## src/rtl/aes_pkg.sv

```systemverilog
// ---------------------------------------------------------------------------
// aes_pkg
// Shared definitions for the AES datapath blocks (aes_core and its neighbours).
//   AES_BLK_W   : width of one AES block in bits
//   aes_block_t : one 128-bit AES block
//   idx_width() : width of a word index counter for a given word count (min 1)
// ---------------------------------------------------------------------------
package aes_pkg;

   localparam int AES_BLK_W = 128;

   typedef logic [AES_BLK_W-1:0] aes_block_t;

   // A one-word block still needs a 1-bit counter so that the port and
   // register declarations never collapse to zero width.
   function automatic int idx_width(input int nwords);
      return (nwords > 1) ? $clog2(nwords) : 1;
   endfunction

endpackage

```

## src/rtl/aes_blk_fifo.sv

```systemverilog
// ---------------------------------------------------------------------------
// aes_blk_fifo
// Small FIFO of whole AES blocks sitting between aes_core and the word
// serializer. The caller is responsible for only pushing when there is room
// (or when a pop happens in the same cycle).
// Parameters:
//   DEPTH    number of 128-bit entries, power of two, >= 2
// Ports:
//   clk      clock, all logic on posedge
//   rst      synchronous active-high reset (pointers and count cleared)
//   push     write wr_data at the write pointer
//   pop      retire the head entry
//   wr_data  block to write
//   rd_data  head entry (valid when empty = 0)
//   full     count == DEPTH
//   empty    count == 0
// ---------------------------------------------------------------------------
module aes_blk_fifo
   import aes_pkg::*;
#(
   parameter int DEPTH = 2
) (
   input  logic       clk,
   input  logic       rst,
   input  logic       push,
   input  logic       pop,
   input  aes_block_t wr_data,
   output aes_block_t rd_data,
   output logic       full,
   output logic       empty
);

   localparam int PTR_W = $clog2(DEPTH);
   localparam int CNT_W = PTR_W + 1;

   aes_block_t       mem [DEPTH];
   logic [PTR_W-1:0] wr_ptr;
   logic [PTR_W-1:0] rd_ptr;
   logic [CNT_W-1:0] count;

   // Block storage. No reset on the array itself: stale entries are never
   // visible because the serializer only looks at the head when not empty.
   always_ff @(posedge clk) begin
      if (push) begin
         mem[wr_ptr] <= wr_data;
      end
   end

   // Pointers wrap naturally because DEPTH is a power of two. A simultaneous
   // push and pop leaves the occupancy unchanged.
   always_ff @(posedge clk) begin
      if (rst) begin
         wr_ptr <= '0;
         rd_ptr <= '0;
         count  <= '0;
      end else begin
         if (push) begin
            wr_ptr <= wr_ptr + 1'b1;
         end
         if (pop) begin
            rd_ptr <= rd_ptr + 1'b1;
         end
         case ({push, pop})
            2'b10:   count <= count + 1'b1;
            2'b01:   count <= count - 1'b1;
            default: count <= count;
         endcase
      end
   end

   assign rd_data = mem[rd_ptr];
   assign full    = (count == CNT_W'(DEPTH));
   assign empty   = (count == '0);

endmodule

```

## src/rtl/aes_block_serializer.sv

```systemverilog
// ---------------------------------------------------------------------------
// aes_block_serializer
// Captures 128-bit ciphertext blocks from aes_core into a small block FIFO
// and streams them MSB-first as OUT_W-bit words over valid/ready to the
// OFDM mapper. aes_core cannot be stalled, so blk_space is fed back at top
// level to gate its data_ready; a block that still arrives while the FIFO
// is full (and nothing retires) is dropped and flagged in ovf_err.
// Build option:
//   AES_SER_STATS_EN  when defined, adds the blk_count port and counter
// Parameters:
//   OUT_W      output word width, divides 128
//   DEPTH      block FIFO depth, power of two, >= 2
// Ports:
//   clk        clock, all logic on posedge
//   rst        synchronous active-high reset
//   blk_valid  ciphertext block present (single-cycle pulse)
//   blk_data   ciphertext block
//   blk_space  at least one free FIFO entry
//   ovf_err    sticky overflow flag, cleared only by rst
//   out_valid  out_data holds a valid word
//   out_data   current word
//   out_last   current word is the last word of its block
//   out_ready  downstream accepts the word this cycle
//   blk_count  (AES_SER_STATS_EN) number of blocks fully emitted, wraps
// ---------------------------------------------------------------------------
module aes_block_serializer
   import aes_pkg::*;
#(
   parameter int OUT_W = 8,
   parameter int DEPTH = 2
) (
   input  logic             clk,
   input  logic             rst,
   input  logic             blk_valid,
   input  aes_block_t       blk_data,
   output logic             blk_space,
   output logic             ovf_err,
   output logic             out_valid,
   output logic [OUT_W-1:0] out_data,
   output logic             out_last,
   input  logic             out_ready
`ifdef AES_SER_STATS_EN
   ,
   output logic [31:0]      blk_count
`endif
);

   localparam int NWORDS = AES_BLK_W / OUT_W;
   localparam int IDX_W  = idx_width(NWORDS);

   logic             fifo_full;
   logic             fifo_empty;
   logic             push;
   logic             pop;
   logic             fire;
   logic             is_last;
   aes_block_t       head;
   logic [IDX_W-1:0] idx;
   logic [OUT_W-1:0] words [NWORDS];

   aes_blk_fifo #(
      .DEPTH (DEPTH)
   ) u_fifo (
      .clk     (clk),
      .rst     (rst),
      .push    (push),
      .pop     (pop),
      .wr_data (blk_data),
      .rd_data (head),
      .full    (fifo_full),
      .empty   (fifo_empty)
   );

   // Slice the head block into words, word 0 being the most significant.
   for (genvar k = 0; k < NWORDS; k++) begin : g_words
      assign words[k] = head[AES_BLK_W-1-k*OUT_W -: OUT_W];
   end

   // Handshake and FIFO control. A block retires when its last word is
   // accepted; that retirement frees a slot in the same cycle, so an
   // arriving block is still taken even when the FIFO is full.
   always_comb begin
      out_valid = !fifo_empty;
      fire      = out_valid && out_ready;
      is_last   = (idx == IDX_W'(NWORDS - 1));
      out_last  = out_valid && is_last;
      pop       = fire && is_last;
      push      = blk_valid && (!fifo_full || pop);
      blk_space = !fifo_full;
      out_data  = out_valid ? words[idx] : '0;
   end

   // Word index within the head block. It only moves on an accepted word,
   // so everything presented downstream is frozen while out_ready is low.
   always_ff @(posedge clk) begin
      if (rst) begin
         idx <= '0;
      end else if (pop) begin
         idx <= '0;
      end else if (fire) begin
         idx <= idx + 1'b1;
      end
   end

   // Overflow is sticky: once a block has been lost the stream is corrupt
   // until the whole chain is reset.
   always_ff @(posedge clk) begin
      if (rst) begin
         ovf_err <= 1'b0;
      end else if (blk_valid && fifo_full && !pop) begin
         ovf_err <= 1'b1;
      end
   end

`ifdef AES_SER_STATS_EN
   // Count of completely emitted blocks, free-running with natural wrap.
   always_ff @(posedge clk) begin
      if (rst) begin
         blk_count <= '0;
      end else if (pop) begin
         blk_count <= blk_count + 32'd1;
      end
   end
`endif

endmodule

```

## config.mk

```make
export PLATFORM = sky130hd
export DESIGN_NAME = aes_block_serializer
export DESIGN_NICKNAME = d
export VERILOG_FILES = /design/src/rtl/aes_pkg.sv /design/src/rtl/aes_blk_fifo.sv /design/src/rtl/aes_block_serializer.sv
export SDC_FILE = /design/constraint.sdc
export NUM_CORES = 1
export LEC_CHECK = 0
export ABC_AREA = 1
export CAP_MARGIN = 20
export CORE_ASPECT_RATIO = 1.5
export CORE_MARGIN = 2
export CORE_UTILIZATION = 49
export CTS_CLUSTER_DIAMETER = 200
export DETAILED_ROUTE_END_ITERATION = 6
export PLACE_DENSITY = 0.72
export SLEW_MARGIN = 40
export SYNTH_ARGS = -nofsm -noshare
export SYNTH_HDL_FRONTEND = slang
export SYNTH_SLANG_ARGS = --single-unit
```

## constraint.sdc

```tcl
create_clock -name clk -period 9.45 [get_ports clk]
set_input_delay 1.4175 -clock clk [delete_from_list [all_inputs] [get_ports clk]]
set_output_delay 1.4175 -clock clk [all_outputs]
set_load 0.01 [all_outputs]
```

======== Word-level counts from Yosys, hierarchy flattened ========
Memories as Yosys holds them, arrays and structs flattened. A register that Yosys moved wholly into a read port is not among the register bits.
Cells that the tools add are included.
word-level totals
  register bits after elaboration ......... 9
  latch bits .............................. 0
  RAM bits ................................ 256
  memory bits (read-only) ................. 0
  input port bits ......................... 132
  logic and storage cells ................. 39
  memories ................................ 1
cells by class
  add/sub/neg operators ................... 5
  multiply operators ...................... 0
  div/mod/pow operators ................... 0
  magnitude comparators ................... 1
  equal/unequal tests ..................... 4
  shifts and indexed selects .............. 0
  mux-type cells .......................... 9
  bitwise operators ....................... 1
  reduce and logical (&&, ||, !) cells .... 13
memory list
  name        depth  bits a word  read ports  clocked after Yosys merged registers in  wr ports  RTL line            text
  u_fifo.mem  2      128          1           1                                        1         aes_blk_fifo.sv:36  aes_block_t mem [DEPTH];
operators by type and width
  kind                                                 count
  binary-select mux 8 bit (select 4 bit)               1
  two-way mux 8 bit                                    3
  logical AND 1 bit                                    6
  >= comparator 5 bit, second input constant           1
  NOT 4 -> 5 bit                                       1
  adder 4 x 1 -> 4 bit, second input constant          1
  equality test 2 bit, second input constant           2
  equality test 4 bit, second input constant           1
  two-way mux 1 bit                                    4
  case mux 2 bit (2 select lines)                      1
  zero test 1 bit                                      3
  adder 1 bit, second input constant                   2
  adder 2 x 1 -> 2 bit, second input constant          1
  equality test 2 x 1 -> 1 bit, second input constant  1
  zero test 2 bit                                      1
  nonzero test 2 bit                                   1
  OR reduction 2 bit                                   1
  subtractor 2 x 1 -> 2 bit, second input constant     1
  logical OR 1 bit                                     1

======== Longest topological paths before layout ========
Gate-level depths: netlist of run 1.
  word-level depth ........................ 8
  mapped depth ............................ 12
  gate-level depth less buffers ........... 11

======== By module ========
Synthesis of run 1 repeated with hierarchy kept, for this count alone.
second synthesis, totals
  cells, all modules ...................... 868
  area total of the unflattened synthesis .. 11410.9 um2
modules (own cells, without submodules)
  module                instances  cells an instance  area each (um2)  seq. area each (um2)
  aes_blk_fifo          1          431                9531.6           7787.5
  aes_block_serializer  1          437                1879.3           100.1

======== Worst setup path after synthesis of run 1 ========
No wires, ideal clock.
  path type ............................... in2reg
  start point ............................. in out_ready
  end point ............................... mem u_fifo.mem[0][0] in the netlist's numbering (enable)
  library setup time ...................... 0.617 ns
  data arrival time ....................... 6.986 ns
  data required time ...................... 8.833 ns
  setup slack ............................. 1.847 ns
  cell stages on the path ................. 4
  path buffers ............................ 0
  cells stage by stage .................... nand2_2 > inv_2 > o21ai_1 > nor2_1
between the ends
  cells in the longest elaborated chain, start to end .. 6
RTL lines
  item                                     RTL line                    text
  start: declaration                       aes_block_serializer.sv:41  input logic out_ready
  logical AND 1 bit                        aes_block_serializer.sv:84  fire = out_valid && out_ready;
  logical AND 1 bit                        aes_block_serializer.sv:87  pop = fire && is_last;
  named net pop                            aes_block_serializer.sv:54  logic pop;
  logical OR 1 bit                         aes_block_serializer.sv:88  push = blk_valid && (!fifo_full || pop);
  logical AND 1 bit                        aes_block_serializer.sv:88
  two-way mux 1 bit                        aes_blk_fifo.sv:44          if (push) begin
  two-way mux 1 bit (implied by the code)  aes_blk_fifo.sv:45          mem[wr_ptr] <= wr_data;
  end: declaration                         aes_blk_fifo.sv:36
The timed path passes the listed nets, and every way through them passes these cells.

==> results of run 1 <==
## sequential cells by signal, indices dropped and copies added, names as in the netlist, named ones only
name / flops
u_fifo.mem: 256
idx: 4
u_fifo.count: 2
ovf_err: 1
u_fifo.rd_ptr: 1
u_fifo.wr_ptr: 1
## power by group through the flow
stage | clock [mW] | sequential, mW | combinational, mW
after floorplan | 0 | 1.43 | 0.112
after global placement | 0 | 1.41 | 0.239
after detailed placement | 0 | 1.42 | 0.251
after CTS | 0.961 | 1.39 | 0.252
after global routing | 1.01 | 1.40 | 0.272
final | 0.947 | 1.39 | 0.250
## layout make-up
cell class / count / area, sq um / share of cell area, %
multi-input cells: 603 / 2570 / 19.4
well taps: 272 / 340 / 2.57
repair buffers: 154 / 1620 / 12.2
clock inverters: 11 / 103 / 0.774
inverters: 14 / 57.6 / 0.434
flip-flops and latches: 266 / 7890 / 59.5
clock buffers: 33 / 666 / 5.02
## layer usage
layer	GRT usage, %	wire length [microns]	part of all wire, %	vias up
met4	9.33	1050	4.2	0
met5	0	0	0	-
met3	3.05	1310	5.2	60
li1	-	-	-	3498
met2	39.2	13400	53	235
met1	25.7	9580	38	3530
## synthesized netlist by cell type
| library cell | number |
|---|---|
| o21ai_0 | 11 |
| a21oi_1 | 6 |
| edfxtp_1 | 256 |
| dfxtp_1 | 10 |
| buf_4 | 12 |
| nand3_1 | 171 |
| and2_1 | 1 |
| inv_2 | 3 |
| inv_1 | 8 |
| nand4_1 | 1 |
| buf_1 | 4 |
| nand2_2 | 1 |
| buf_6 | 5 |
| clkinv_1 | 3 |
| and3_1 | 1 |
| nor2_1 | 66 |
| ha_1 | 2 |
| clkbuf_1 | 7 |
| xor2_1 | 1 |
| o21ai_1 | 17 |
| nor2_2 | 1 |
| nand2_1 | 322 |
| buf_2 | 24 |
| nor3_1 | 2 |
## cell usage in the layout, fill, tap and decap left out, types with 2 or more instances in the layout
cell | netlist | layout
clkinv_1 | 3 | 5
inv_1 | 8 | 7
nor2_4 | 0 | 2
buf_16 | 0 | 4
bufinv_16 | 0 | 2
clkbuf_16 | 0 | 25
buf_4 | 12 | 4
clkdlybuf4s50_1 | 0 | 143
nand3_1 | 171 | 171
inv_2 | 3 | 3
buf_12 | 0 | 2
nor3_1 | 2 | 2
clkinv_2 | 0 | 7
clkbuf_1 | 7 | 7
o21ai_0 | 11 | 11
o21ai_1 | 17 | 17
edfxtp_1 | 256 | 256
dfxtp_1 | 10 | 8
a21oi_1 | 6 | 6
nand2_1 | 322 | 322
nor2_1 | 66 | 64
ha_1 | 2 | 2
## per-stage QoR
stage / hold WS [ns] / std cells
2_1_floorplan: 0.468 / 935
3_3_place_gp: 0.442 / 1305
3_5_place_dp: 0.451 / 1309
4_1_cts: 0.460 / 1353
5_1_grt: 0.486 / 1353
6_report: 0.455 / 1353
## final timing paths
kind / end / slack [ns] / depth (start not counted)
worst max-delay path: out_data[4] / 4.46 / 11
worst min-delay path: ovf_err$_SDFFE_PP0P_ / 0.46 / 2
worst max register to register: u_fifo.mem[1][9]$_DFFE_PP_ / 6.36 / 9
worst min register to register: ovf_err$_SDFFE_PP0P_ / 0.46 / 2
## cells by family (layout without fill, tap and decap cells)
kind of cell    count (synthesis)  count (layout)  share of synthesized area, %
simple gates                  566             566                          21.8
flops                         266             266                          73.0
buf+inv                        66             212                          3.33
compound gates                 34              34                          1.57
fa+ha+maj                       2               2                         0.232
xor+xnor                        1               1                        0.0811
## worst register-to-register path: cells and delay by family, from the launching register on
family	cells	cell delay, ns
DFF	1	0.33
adders and majority gates	1	0.32
AOI/OAI and AO/OA	1	0.17
and+or+nand+nor	4	0.71
buffers and inverters	3	1.02
==> qor.csv, run 1 <==
stage;metric;value;unit
setup_path;start_kind;flop;
place;io_buffer_count;143;
clocking;cts_setup_buffers;0;
clocking;clk_path_buf_depth;3;
setup_path;cp_cell_sequence;clkinv_4 -> buf_4 -> nand2_1 -> nand3_1 -> nand3_1 -> nand2_1 -> nand2_1 -> nand3_1 -> nand2_1 -> nor2_1 -> clkdlybuf4s50_1;
setup_path;worstSetupEndpointType;output pin;
clocking;clock_sinks;266;
synthesis;synth_area_leaders;edfxtp_1 71%, nand2_1 11%, nand3_1 7.9%, nor2_1 2.3%, dfxtp_1 1.9%;
pwr;p_sw;0.561;mW
setup_path;critPathBufInv;3;
place;dpl_cell_area;0.0125;sq mm
clocking;ctsResizeCount;0;
setup_path;timing.rr.start;idx[0]$_SDFFE_PP0P_;
place;place.gp.congestion;0.790;
grt;grt-ovfl-total;0;
drt;drt_iter0_markers;756;
die;fp.dieArea;0.0233;sq mm
die;die_y;186;microns
hold_path;hp-class;reg2reg;
die;start_util;49.9;%
drt;ant_nets;0;
drt;firstDrtPassIters;4;
sta;fin_crit;4.99;ns
layout;area_growth;22.7;%
pwr;p_clk_share;36.6;%
grt;first_global_vias;7342;
hold_path;min_from;ovf_err$_SDFFE_PP0P_;
sta;worst_slew_pin_slew;0.779;ns
pwr;p_per_area;195;mW/mm^2
synthesis;ys_ff_latch;266;
clocking;clk_latency;0.51;ns
layout;antennaDiodeCount;0;
grt;track_usage;21.6;%
drt;viasPerCell;5.41;
clocking;clockRootBuffer;clkbuf_16;
sta;fin_tns_setup;0;ns
place;hpwl;16300;microns
clocking;cts_tree;done;
pwr;p_comb_share;9.6;%
synthesis;ys_types;24;
status;status;finished, final reports clean;
sta;fin_crit_sh;52.8;%
setup_path;cp_slowest_cell;buf_4;
sta;report.final.slew_viol_count;0;
setup_path;critical_path_required;8.03;ns
setup_path;slowest_delay;0.59;ns
grt;grt_max_degree;95;
synthesis;avgSynthCellArea;11.6;sq um
sta;setup_viol;0;
sta;final.setup_skew;0.00720;ns
synthesis;synth_top_cell_area_share;71.1;%
pwr;leakagePower;4.86;nW
synthesis;syn_nets;1069;
drt;post-route-drc-count;0;
synthesis;netlist_instances;935;
sta;fmax;0.200;GHz
drt;post_drt_wl_per_cell;18.7;microns
sta;setup_ws;4.46;ns
layout;drive_above_1_share;5.18;%
setup_path;crit_arrival;3.57;ns
synthesis;netlist_area;0.0108;sq mm
grt;grt_pass1_wl;39000;microns
clocking;cts.htree.levels;1;
grt;antenna_found_initial;0;
drt;vias;7323;
pwr;totalPowerFinal;2.59;mW
clocking;path_clk_slew;0.06;ns
die;ios;144;
setup_path;critPathKind;reg2out;
drt;routed_wl;25300;microns
setup_path;cpMostUsedCell;nand2_1;
die;die_x;125;microns
layout;fill_cells;1721;
clocking;ctsHoldBuffers;0;
synthesis;yosys_warnings;0;
pwr;p_seq_share;53.8;%
sta;rsz0062_at_grt;false;
layout;final_util;61.3;%
sta;max_slew_margin;48.0;%
synthesis;synth_seq_area_share;73.0;%
layout;nets;1197;
sta;hold_viol;0;
pwr;vdd_ir_drop_max;0.145;mV
die;rows;66;
flow_run;max_cap_violations;0;
layout;post-route-cell-area;0.0133;sq mm
setup_path;critPathMaxFanout;76;
clocking;cts-buffers-inserted;24;
setup_path;critPathTopFamily;buffers and inverters;
pwr;p_sw_share;21.7;%
die;coreArea;0.0216;sq mm
synthesis;synth_top_area_cell;edfxtp_1;
pwr;p_int;2.03;mW
place;post-place-ws;5.04;ns
(Power assumes the default switching activity.)
==> run 2: changes to the inputs <==
PLACE_DENSITY = 0.75   (was 0.72)
clock period = 4.3 ns   (was 9.45 ns; I/O delays follow)
==> run 2 against run 1 <==
  * Critical endpoint is now out_data[6]
  * Global-route usage grew 0.19 points
  * Hold slack gained 0.011 ns
  * Via count grew 0.96%
  * Register-to-register slack lost 5.1 ns
  * Clock skew grew 0.0058 ns
==> qor.csv, run 2 (same netlist as run 1, synthesis figures left out) <==
stage;metric;value;unit;change
grt;track_usage;21.8;%;+0.19 points
grt;grt-ovfl-total;0;;unchanged
clocking;cts_tree;done;;
layout;post-route-cell-area;0.0132;sq mm;-0.52%
layout;area_growth;22.0;%;
drt;ant_nets;0;;unchanged
die;start_util;49.9;%;unchanged
place;place.gp.congestion;0.825;;+4.4%
place;hpwl;16400;microns;+0.43%
pwr;p_int;4.35;mW;+110%
grt;antenna_found_initial;0;;unchanged
setup_path;start_kind;flop;;
pwr;vdd_ir_drop_max;0.341;mV;+140%
sta;report.final.slew_viol_count;0;;unchanged
pwr;p_per_area;426;mW/mm^2;+120%
clocking;clockRootBuffer;clkbuf_16;;
pwr;p_comb_share;9.6;%;about the same
sta;fin_tns_setup;0;ns;unchanged
layout;reg_top3;u_fifo.mem (256), idx (4), u_fifo.count (2);;
layout;regMostFlops;u_fifo.mem;;
setup_path;critPathMaxFanout;57;;-25%
pwr;p_sw;1.26;mW;+120%
sta;fmax;0.262;GHz;
layout;drive_above_1_share;5.18;%;about the same
drt;drt_iter0_markers;739;;-2.2%
die;rows;66;;unchanged
layout;antennaDiodeCount;0;;unchanged
sta;setup_ws;0.488;ns;-3.97 ns
sta;fin_crit_sh;88.7;%;
layout;largest_register_ffs;256;;unchanged
die;coreArea;0.0216;sq mm;unchanged
place;io_buffer_count;143;;unchanged
sta;rsz0062_at_grt;false;;
clocking;cts_setup_buffers;0;;unchanged
sta;hold_viol;0;;unchanged
setup_path;worstSetupEndpointType;output pin;;
die;fp.dieArea;0.0233;sq mm;unchanged
place;post-place-ws;1.07;ns;-3.97 ns
clocking;cts.htree.levels;1;;unchanged
die;die_x;125;microns;unchanged
layout;nets;1198;;+0.084%
clocking;clk_path_buf_depth;3;;unchanged
drt;post_drt_wl_per_cell;19.0;microns;+1.6%
sta;max_slew_margin;45.9;%;-2.1 points
grt;first_global_vias;7419;;+1.0%
clocking;cts-buffers-inserted;25;;+4.2%
setup_path;timing.rr.start;idx[0]$_SDFFE_PP0P_;;
hold_path;min_from;ovf_err$_SDFFE_PP0P_;;
sta;fin_hold_ws;0.466;ns;+0.0107 ns
sta;worst_slew_pin_slew;0.810;ns;+0.0309 ns
layout;final_common_cell;nand2_1;;
layout;final_cell_mix;322 x nand2_1, 256 x edfxtp_1, 171 x nand3_1, 143 x clkdlybuf4s50_1, 64 x nor2_1;;
place;dpl_cell_area;0.0124;sq mm;-0.39%
pwr;leakagePower;4.83;nW;-0.61%
flow_run;max_cap_violations;0;;unchanged
drt;routed_wl;25700;microns;+1.6%
sta;setup_viol;0;;unchanged
drt;viasPerCell;5.46;;+0.88%
sta;fin_crit;3.81;ns;
status;status;finished, final reports clean;;
drt;firstDrtPassIters;5;;+1
pwr;p_sw_share;22.5;%;+0.76 points
setup_path;critPathKind;reg2out;;
layout;final_util;60.9;%;-0.32 points
clocking;path_clk_slew;0.06;ns;about the same
clocking;clk_latency;0.52;ns;about the same
pwr;p_seq_share;54.5;%;+0.7 points
drt;vias;7393;;+0.96%
setup_path;critical_path_required;3.65;ns;-4.38 ns
hold_path;hp-class;reg2reg;;
sta;final.setup_skew;0.0130;ns;+0.00579 ns
clocking;ctsResizeCount;0;;unchanged
pwr;p_clk_share;35.9;%;-0.7 points
clocking;ctsHoldBuffers;0;;unchanged
grt;grt_max_degree;129;;+36%
die;die_y;186;microns;unchanged
die;ios;144;;unchanged
setup_path;crit_arrival;3.17;ns;-0.40 ns
grt;grt_pass1_wl;39300;microns;+0.83%
clocking;clock_sinks;266;;unchanged
drt;post-route-drc-count;0;;unchanged
==> run 2: worst paths after layout <==
path,to,slack (ns),depth (start not counted)
setup / recovery,out_data[6],0.49,9
hold / removal,ovf_err$_SDFFE_PP0P_,0.47,2
setup reg to reg,u_fifo.mem[1][93]$_DFFE_PP_,1.24,9
hold reg to reg,ovf_err$_SDFFE_PP0P_,0.47,2
==> run 2: power by group through the flow <==
stage                     Clock (mW)  Combinational, mW  Sequential, mW
after floorplan                    0              0.248            3.12
after global placement             0              0.530            3.11
after detailed placement           0              0.540            3.11
after CTS                       2.05              0.543            3.06
after global routing            2.14              0.588            3.07
final                           2.02              0.538            3.06
==> run 2: per-stage QoR <==
stage	std cells	power [mW]
2_1_floorplan	935	3.37
3_3_place_gp	1309	3.64
3_5_place_dp	1309	3.65
4_1_cts	1354	5.65
5_1_grt	1354	5.80
6_report	1354	5.61
==> run 2: cell type report <==
cell class,instances,area [sq um]
clock inverters,11,68.8
inverters,14,55.1
multi-input cells,603,2570
repair buffers,154,1580
well taps,272,340
clock buffers,34,679
flip-flops and latches,266,7890
fillers,1687,8450
==> run 2: per-layer routing <==
metal | wire, microns | global-route usage, % | share of wire, % | vias to the layer above
li1 | - | - | - | 3504
met1 | 9350 | 25.1 | 36 | 3524
met2 | 13700 | 40.8 | 53 | 306
met3 | 1650 | 3.08 | 6.4 | 59
met4 | 1010 | 8.80 | 3.9 | 0
met5 | 0 | 0 | 0 | -
==> run 2: worst max-delay path, cell delays in order, from the launching register on <==
cell             delay (ns)
dfxtp_4                0.36
inv_4                  0.41
buf_12                 0.33
o21ai_0                0.13
o21ai_1                0.29
nor2_1                 0.08
nor2_1                 0.09
nor2_1                 0.04
nor2_1                 0.27
clkdlybuf4s50_1        0.60
